===== src/rtl/alu_pkg.sv =====
// Shared types for the XOR ALU result path.
// Latency: n/a (types and constants only).
// Backpressure: n/a. Exports RESULT_W, OPERAND_W, TAG_W and result_entry_t.
package alu_pkg;

  localparam int RESULT_W  = 32;
  localparam int OPERAND_W = 5;
  localparam int TAG_W     = 8;

  // One buffered ALU result as delivered to the consumer.
  typedef struct packed {
    logic [RESULT_W-1:0] result;
    logic                balance;
    logic [TAG_W-1:0]    tag;
    logic                ext_err;
  } result_entry_t;

endpackage


===== src/rtl/alu_result_fifo.sv =====
// Small circular FIFO of result entries with registered occupancy flags.
// Latency: one cycle from push into an empty FIFO to not_empty; no bypass.
// Backpressure: caller must not push when full unless it pops in the same cycle.
// Ports: clk, flush (sync clear of pointers/occupancy), push/wr_entry, pop/rd_entry,
//        not_empty and full (both registered from next-cycle occupancy).
module alu_result_fifo
  import alu_pkg::*;
#(
  parameter int DEPTH = 4
) (
  input  logic          clk,
  input  logic          flush,
  input  logic          push,
  input  logic          pop,
  input  result_entry_t wr_entry,
  output result_entry_t rd_entry,
  output logic          not_empty,
  output logic          full
);

  localparam int AW = $clog2(DEPTH);
  localparam logic [AW:0] FULL_OCC = (AW+1)'(DEPTH);

  result_entry_t mem [DEPTH];
  logic [AW-1:0] wr_ptr;
  logic [AW-1:0] rd_ptr;
  logic [AW:0]   occ;
  logic [AW:0]   occ_nxt;

  always_comb begin
    occ_nxt = occ;
    case ({push, pop})
      2'b10:   occ_nxt = occ + 1'b1;
      2'b01:   occ_nxt = occ - 1'b1;
      default: occ_nxt = occ;
    endcase
  end

  // Storage needs no reset: the head is masked to zero while empty.
  always_ff @(posedge clk) begin
    if (push) begin
      mem[wr_ptr] <= wr_entry;
    end
  end

  // Pointers are AW bits wide, so incrementing wraps modulo DEPTH.
  always_ff @(posedge clk) begin
    if (flush) begin
      wr_ptr    <= '0;
      rd_ptr    <= '0;
      occ       <= '0;
      not_empty <= 1'b0;
      full      <= 1'b0;
    end else begin
      if (push) wr_ptr <= wr_ptr + 1'b1;
      if (pop)  rd_ptr <= rd_ptr + 1'b1;
      occ       <= occ_nxt;
      not_empty <= (occ_nxt != '0);
      full      <= (occ_nxt == FULL_OCC);
    end
  end

  assign rd_entry = not_empty ? mem[rd_ptr] : '0;

endmodule


===== src/rtl/alu_result_collector.sv =====
// Captures XOR ALU results, buffers them and hands them out over valid/ready.
// Latency: one cycle from accepted input to out_valid; no same-cycle bypass.
// Backpressure: input cannot stall; entries arriving while full (and not popping) are dropped and counted.
// Ports: clk, reset/clear (sync, active-high), in_valid/in_result/in_balance,
//        out_valid/out_ready/out_result/out_balance/out_tag/out_ext_err, full,
//        balanced_count, dropped_count, overflow. Tag width is alu_pkg::TAG_W.
module alu_result_collector
  import alu_pkg::*;
#(
  parameter int DEPTH  = 4,
  parameter int CNT_W  = 16,
  parameter int DROP_W = 8
) (
  input  logic                clk,
  input  logic                reset,
  input  logic                clear,
  input  logic                in_valid,
  input  logic [RESULT_W-1:0] in_result,
  input  logic                in_balance,
  output logic                out_valid,
  input  logic                out_ready,
  output logic [RESULT_W-1:0] out_result,
  output logic                out_balance,
  output logic [TAG_W-1:0]    out_tag,
  output logic                out_ext_err,
  output logic                full,
  output logic [CNT_W-1:0]    balanced_count,
  output logic [DROP_W-1:0]   dropped_count,
  output logic                overflow
);

  logic          flush;
  logic          pop;
  logic          push;
  logic          drop;
  logic          ext_err;
  logic [TAG_W-1:0] tag_cnt;
  result_entry_t wr_entry;
  result_entry_t rd_entry;

  assign flush = reset | clear;
  assign pop   = out_valid & out_ready;
  // A pop in the same cycle frees a slot, so a full FIFO still accepts.
  assign push  = in_valid & (~full | pop);
  assign drop  = in_valid & full & ~pop;

  // A valid result is a sign-extended OPERAND_W-bit value; flag anything else.
  assign ext_err = (in_result[RESULT_W-1:OPERAND_W] !=
                    {(RESULT_W-OPERAND_W){in_result[OPERAND_W-1]}});

  always_comb begin
    wr_entry         = '0;
    wr_entry.result  = in_result;
    wr_entry.balance = in_balance;
    wr_entry.tag     = tag_cnt;
    wr_entry.ext_err = ext_err;
  end

  alu_result_fifo #(
    .DEPTH(DEPTH)
  ) u_fifo (
    .clk       (clk),
    .flush     (flush),
    .push      (push),
    .pop       (pop),
    .wr_entry  (wr_entry),
    .rd_entry  (rd_entry),
    .not_empty (out_valid),
    .full      (full)
  );

  // Tags advance only on accepted entries, so drops leave no gap in the sequence.
  always_ff @(posedge clk) begin
    if (flush) begin
      tag_cnt        <= '0;
      balanced_count <= '0;
      dropped_count  <= '0;
      overflow       <= 1'b0;
    end else begin
      if (push) begin
        tag_cnt <= tag_cnt + 1'b1;
        if (in_balance && (balanced_count != '1)) begin
          balanced_count <= balanced_count + 1'b1;
        end
      end
      if (drop) begin
        overflow <= 1'b1;
        if (dropped_count != '1) begin
          dropped_count <= dropped_count + 1'b1;
        end
      end
    end
  end

  assign out_result  = rd_entry.result;
  assign out_balance = rd_entry.balance;
  assign out_tag     = rd_entry.tag;
  assign out_ext_err = rd_entry.ext_err;

endmodule

===== config.mk =====
export PLATFORM = sky130hd
export DESIGN_NAME = alu_result_collector
export DESIGN_NICKNAME = d
export VERILOG_FILES = /design/src/rtl/alu_pkg.sv /design/src/rtl/alu_result_fifo.sv /design/src/rtl/alu_result_collector.sv
export SDC_FILE = /design/constraint.sdc
export NUM_CORES = 1
export LEC_CHECK = 0
export BUFFER_PORTS_ARGS = -buffer_cell sky130_fd_sc_hd__buf_2
export CORE_ASPECT_RATIO = 1.1
export CORE_MARGIN = 2
export CORE_UTILIZATION = 40
export DETAILED_ROUTE_END_ITERATION = 16
export SYNTH_ARGS = -nofsm -noshare
export SYNTH_HDL_FRONTEND = slang
export SYNTH_SLANG_ARGS = --single-unit
export TNS_END_PERCENT = 100

===== constraint.sdc =====
create_clock -name clk -period 3.3 [get_ports clk]
set_input_delay 0 -clock clk [delete_from_list [all_inputs] [get_ports clk]]
set_output_delay 0 -clock clk [all_outputs]
set_load 0.01 [all_outputs]

==> impl_metrics.json <==
{
  "htree_levels": 1,
  "hold_path.class": "in -> reg",
  "synth_edf_count": 168,
  "dr.pass1.iters": 5,
  "min_to": "u_fifo.mem[1][10]",
  "antenna_found_initial": 0,
  "grt_pass1_wl_um": 28000,
  "ys_seq_elements": 212,
  "area_growth_pct": 25.0,
  "synth.largest_area_cell": "edfxtp_1",
  "netlist_instances": 529,
  "most-common-layout-cells": "edfxtp_1, buf_2, and2_1, mux4_2, dfxtp_1",
  "multiInputGateArea_um2": 2550,
  "r2r_setup_slack_ns": 0.71,
  "drcViolationCount": 0,
  "dieArea_um2": 22600,
  "powerDensity_nw_per_um2": 559,
  "synth_area_leaders": "edfxtp_1, mux4_2, dfxtp_1",
  "arrival_ns": 2.96,
  "pwr-share-seq_pct": 49.3,
  "skew_ns": 0.00824,
  "layout_commonest_cell": "edfxtp_1",
  "clock_latency_ns": 0.49,
  "max_slew_margin_pct": 48.8,
  "cts_buffer_depth": 3,
  "internal_power_mw": 4.85,
  "hold_ws_ns": 0.254,
  "drv_slew": 0,
  "numCtsBuffers": 23,
  "timing.final.crit_share_pct": 78.4,
  "diodes": 0,
  "place_hpwl_um": 11000,
  "layout-drive-gt1-share_pct": 29.6,
  "max_freq_ghz": 0.387,
  "yosys.area.top_type_share_pct": 58.8,
  "die_y_um": 158,
  "power.share.clock_pct": 46.1,
  "pwr-share-comb_pct": 4.6,
  "critPathMaxFanout": 16,
  "ff_latch_area_um2": 5930,
  "rsz0062_at_grt": "false",
  "ir_worst_vdd_uv": 312,
  "detail_route.vias_per_cell": 5.25,
  "switching_share_pct": 19.1,
  "setup_viol": 0,
  "nNetsFinal": 736,
  "crit-reg2reg-launch": "u_fifo.not_empty",
  "fin_crit_ns": 2.59,
  "overflow": 0,
  "fin_setup_tns_ns": 0,
  "num_rows": 56,
  "path_class": "reg -> reg",
  "outcome": "finished, final reports clean",
  "syn_nets": 576,
  "cts_tree": "done",
  "p_switching_mw": 1.15,
  "min_path_cells": 2,
  "worst_pin_slew_ns": 0.761,
  "start_kind": "flip-flop",
  "ys_warn_count": 0,
  "worstRegToRegCells": 7,
  "drtIter0Drc": 323,
  "async_flop_share_pct": 0,
  "min_from": "in_result[0]",
  "end_kind": "flip-flop",
  "port_buffers": 106,
  "cap_violations": 0,
  "antenna_left": 0,
  "cts_sinks": 212,
  "fillers": 1815,
  "clk_pin_slew_ns": 0.06,
  "wirelength_um": 17700,
  "initial_utilization_pct": 40.5,
  "worstPathRequired_ns": 3.67,
  "avgSynthCellArea_um2": 16.2,
  "r2r_end": "u_fifo.not_empty",
  "post_cts_buffers": 0,
  "wire_per_inst_um": 17.8,
  "ios": 107,
  "grt_pass1_vias": 5350,
  "grt_max_degree": 43,
  "coreArea_um2": 21200,
  "grt.total_usage_pct": 15.7,
  "ys.flop_type": "edfxtp_1",
  "clockRootBuffer": "clkbuf_16",
  "die_x_um": 144,
  "place.gp.congestion": 0.792,
  "route.vias.total": 5228,
  "hold_violations": 0,
  "netlist_area_um2": 8580,
  "p_leak_nw": 3.81,
  "synth.distinct_cells": 43,
  "ys_seq_area_share_pct": 69.1
}
-- metrics by stage --
step | power (mW) | setup slack, ns | cells | area (µm²) | util [%]
global route | 6.20 | 0.523 | 995 | 10700 | 50.7
CTS | 6.05 | 0.686 | 995 | 10700 | 50.7
floorplan | 3.14 | 0.839 | 529 | 8580 | -
global placement | 3.25 | 0.839 | 914 | 9490 | 44.8
finish | 6.00 | 0.714 | 995 | 10700 | 50.7
detailed placement | 3.26 | 0.701 | 914 | 9490 | 44.8
-- registers in the layout, indices dropped and copies added, names as in the netlist, 2 cells and up, named ones only --
name,flops
u_fifo.rd_ptr,2
dropped_count,8
u_fifo.wr_ptr,2
u_fifo.occ,3
u_fifo.mem,168
tag_cnt,8
balanced_count,16
-- Yosys cell counts, drive strengths merged, types with 2 or more instances --
cell type and n:
nand3 14, nor3 8, o21ai 6, xor2 7, ha 8, and4 3, nand4 18, inv 4
mux2i 2, nor4 6, clkbuf 16, and2 49, nor2 21, nand2b 2, o211ai 2, buf 7
a31oi 3, or3 8, o31ai 14, o21a 3, mux4 42, or4 12, dfxtp 44, edfxtp 168
xnor2 5, and3 9, a21oi 22, nand2 15
-- power groups by stage --
stage                     clock network (mW)  logic [mW]  registers (mW)
after floorplan                            0       0.133            3.01
after global placement                     0       0.239            3.01
after detailed placement                   0       0.246            3.01
after CTS                               2.81       0.282            2.96
after global routing                    2.93       0.304            2.96
final                                   2.76       0.277            2.96
-- layer usage --
| layer | up-vias | share of wire (%) | global-route usage [%] |
|---|---|---|---|
| met2 | 162 | 49 | 27.1 |
| met1 | 2622 | 44 | 21.1 |
| met3 | 22 | 5.6 | 2.48 |
| met4 | 0 | 1.4 | 3.59 |
| li1 | 2422 | - | - |
| met5 | - | 0 | 0 |
-- cell families (layout without fill, tap and decap cells) --
kind of cell	count (synthesis)	in the layout	synth area share, %
XOR/XNOR	12	12	1.23
AND/OR/NAND/NOR	166	166	11.2
adder cells (fa/ha/maj)	9	9	1.40
AO/OA/AOI/OAI	59	59	4.55
flip-flops	212	212	69.1
multiplexers	44	44	11.3
buffers and inverters	27	203	1.27
-- worst max-delay path by stage --
stage	startpoint	endpoint	slack, ns	cells past startpoint
after floorplan	u_fifo.not_empty	u_fifo.mem[0][0]	0.84	3
after global placement	u_fifo.not_empty	u_fifo.not_empty	0.84	7
after detailed placement	u_fifo.not_empty	u_fifo.not_empty	0.70	7
after CTS	u_fifo.not_empty	u_fifo.not_empty	0.69	7
after global routing	u_fifo.not_empty	u_fifo.full	0.52	8
final	u_fifo.not_empty	u_fifo.not_empty	0.71	7
-- what timing repair did --
item | in CTS | in global routing
hold buffers | 40 | 0
endpoints found under the hold margin | 142 | 0
setup endpoints to repair | 0 | 0
gates resized for setup | 0 | 0
-- area by class of cell --
type | count | share of cell area (%)
clock buffers | 32 | 6.15
repair buffers | 158 | 9.64
inverters | 4 | 0.140
well taps | 290 | 3.38
multi-input cells | 290 | 23.8
clock inverters | 9 | 1.62
flip-flops and latches | 212 | 55.3
-- critical path, stage by stage, from the launching register on --
cell and delay, ns:
dfxtp_1 0.63, a21bo_4 0.31, nand2_1 0.19, ha_1 0.29, fa_1 0.40, xnor2_1 0.16, o21a_1 0.19, o31a_1 0.30
(Power assumes the default switching activity.)
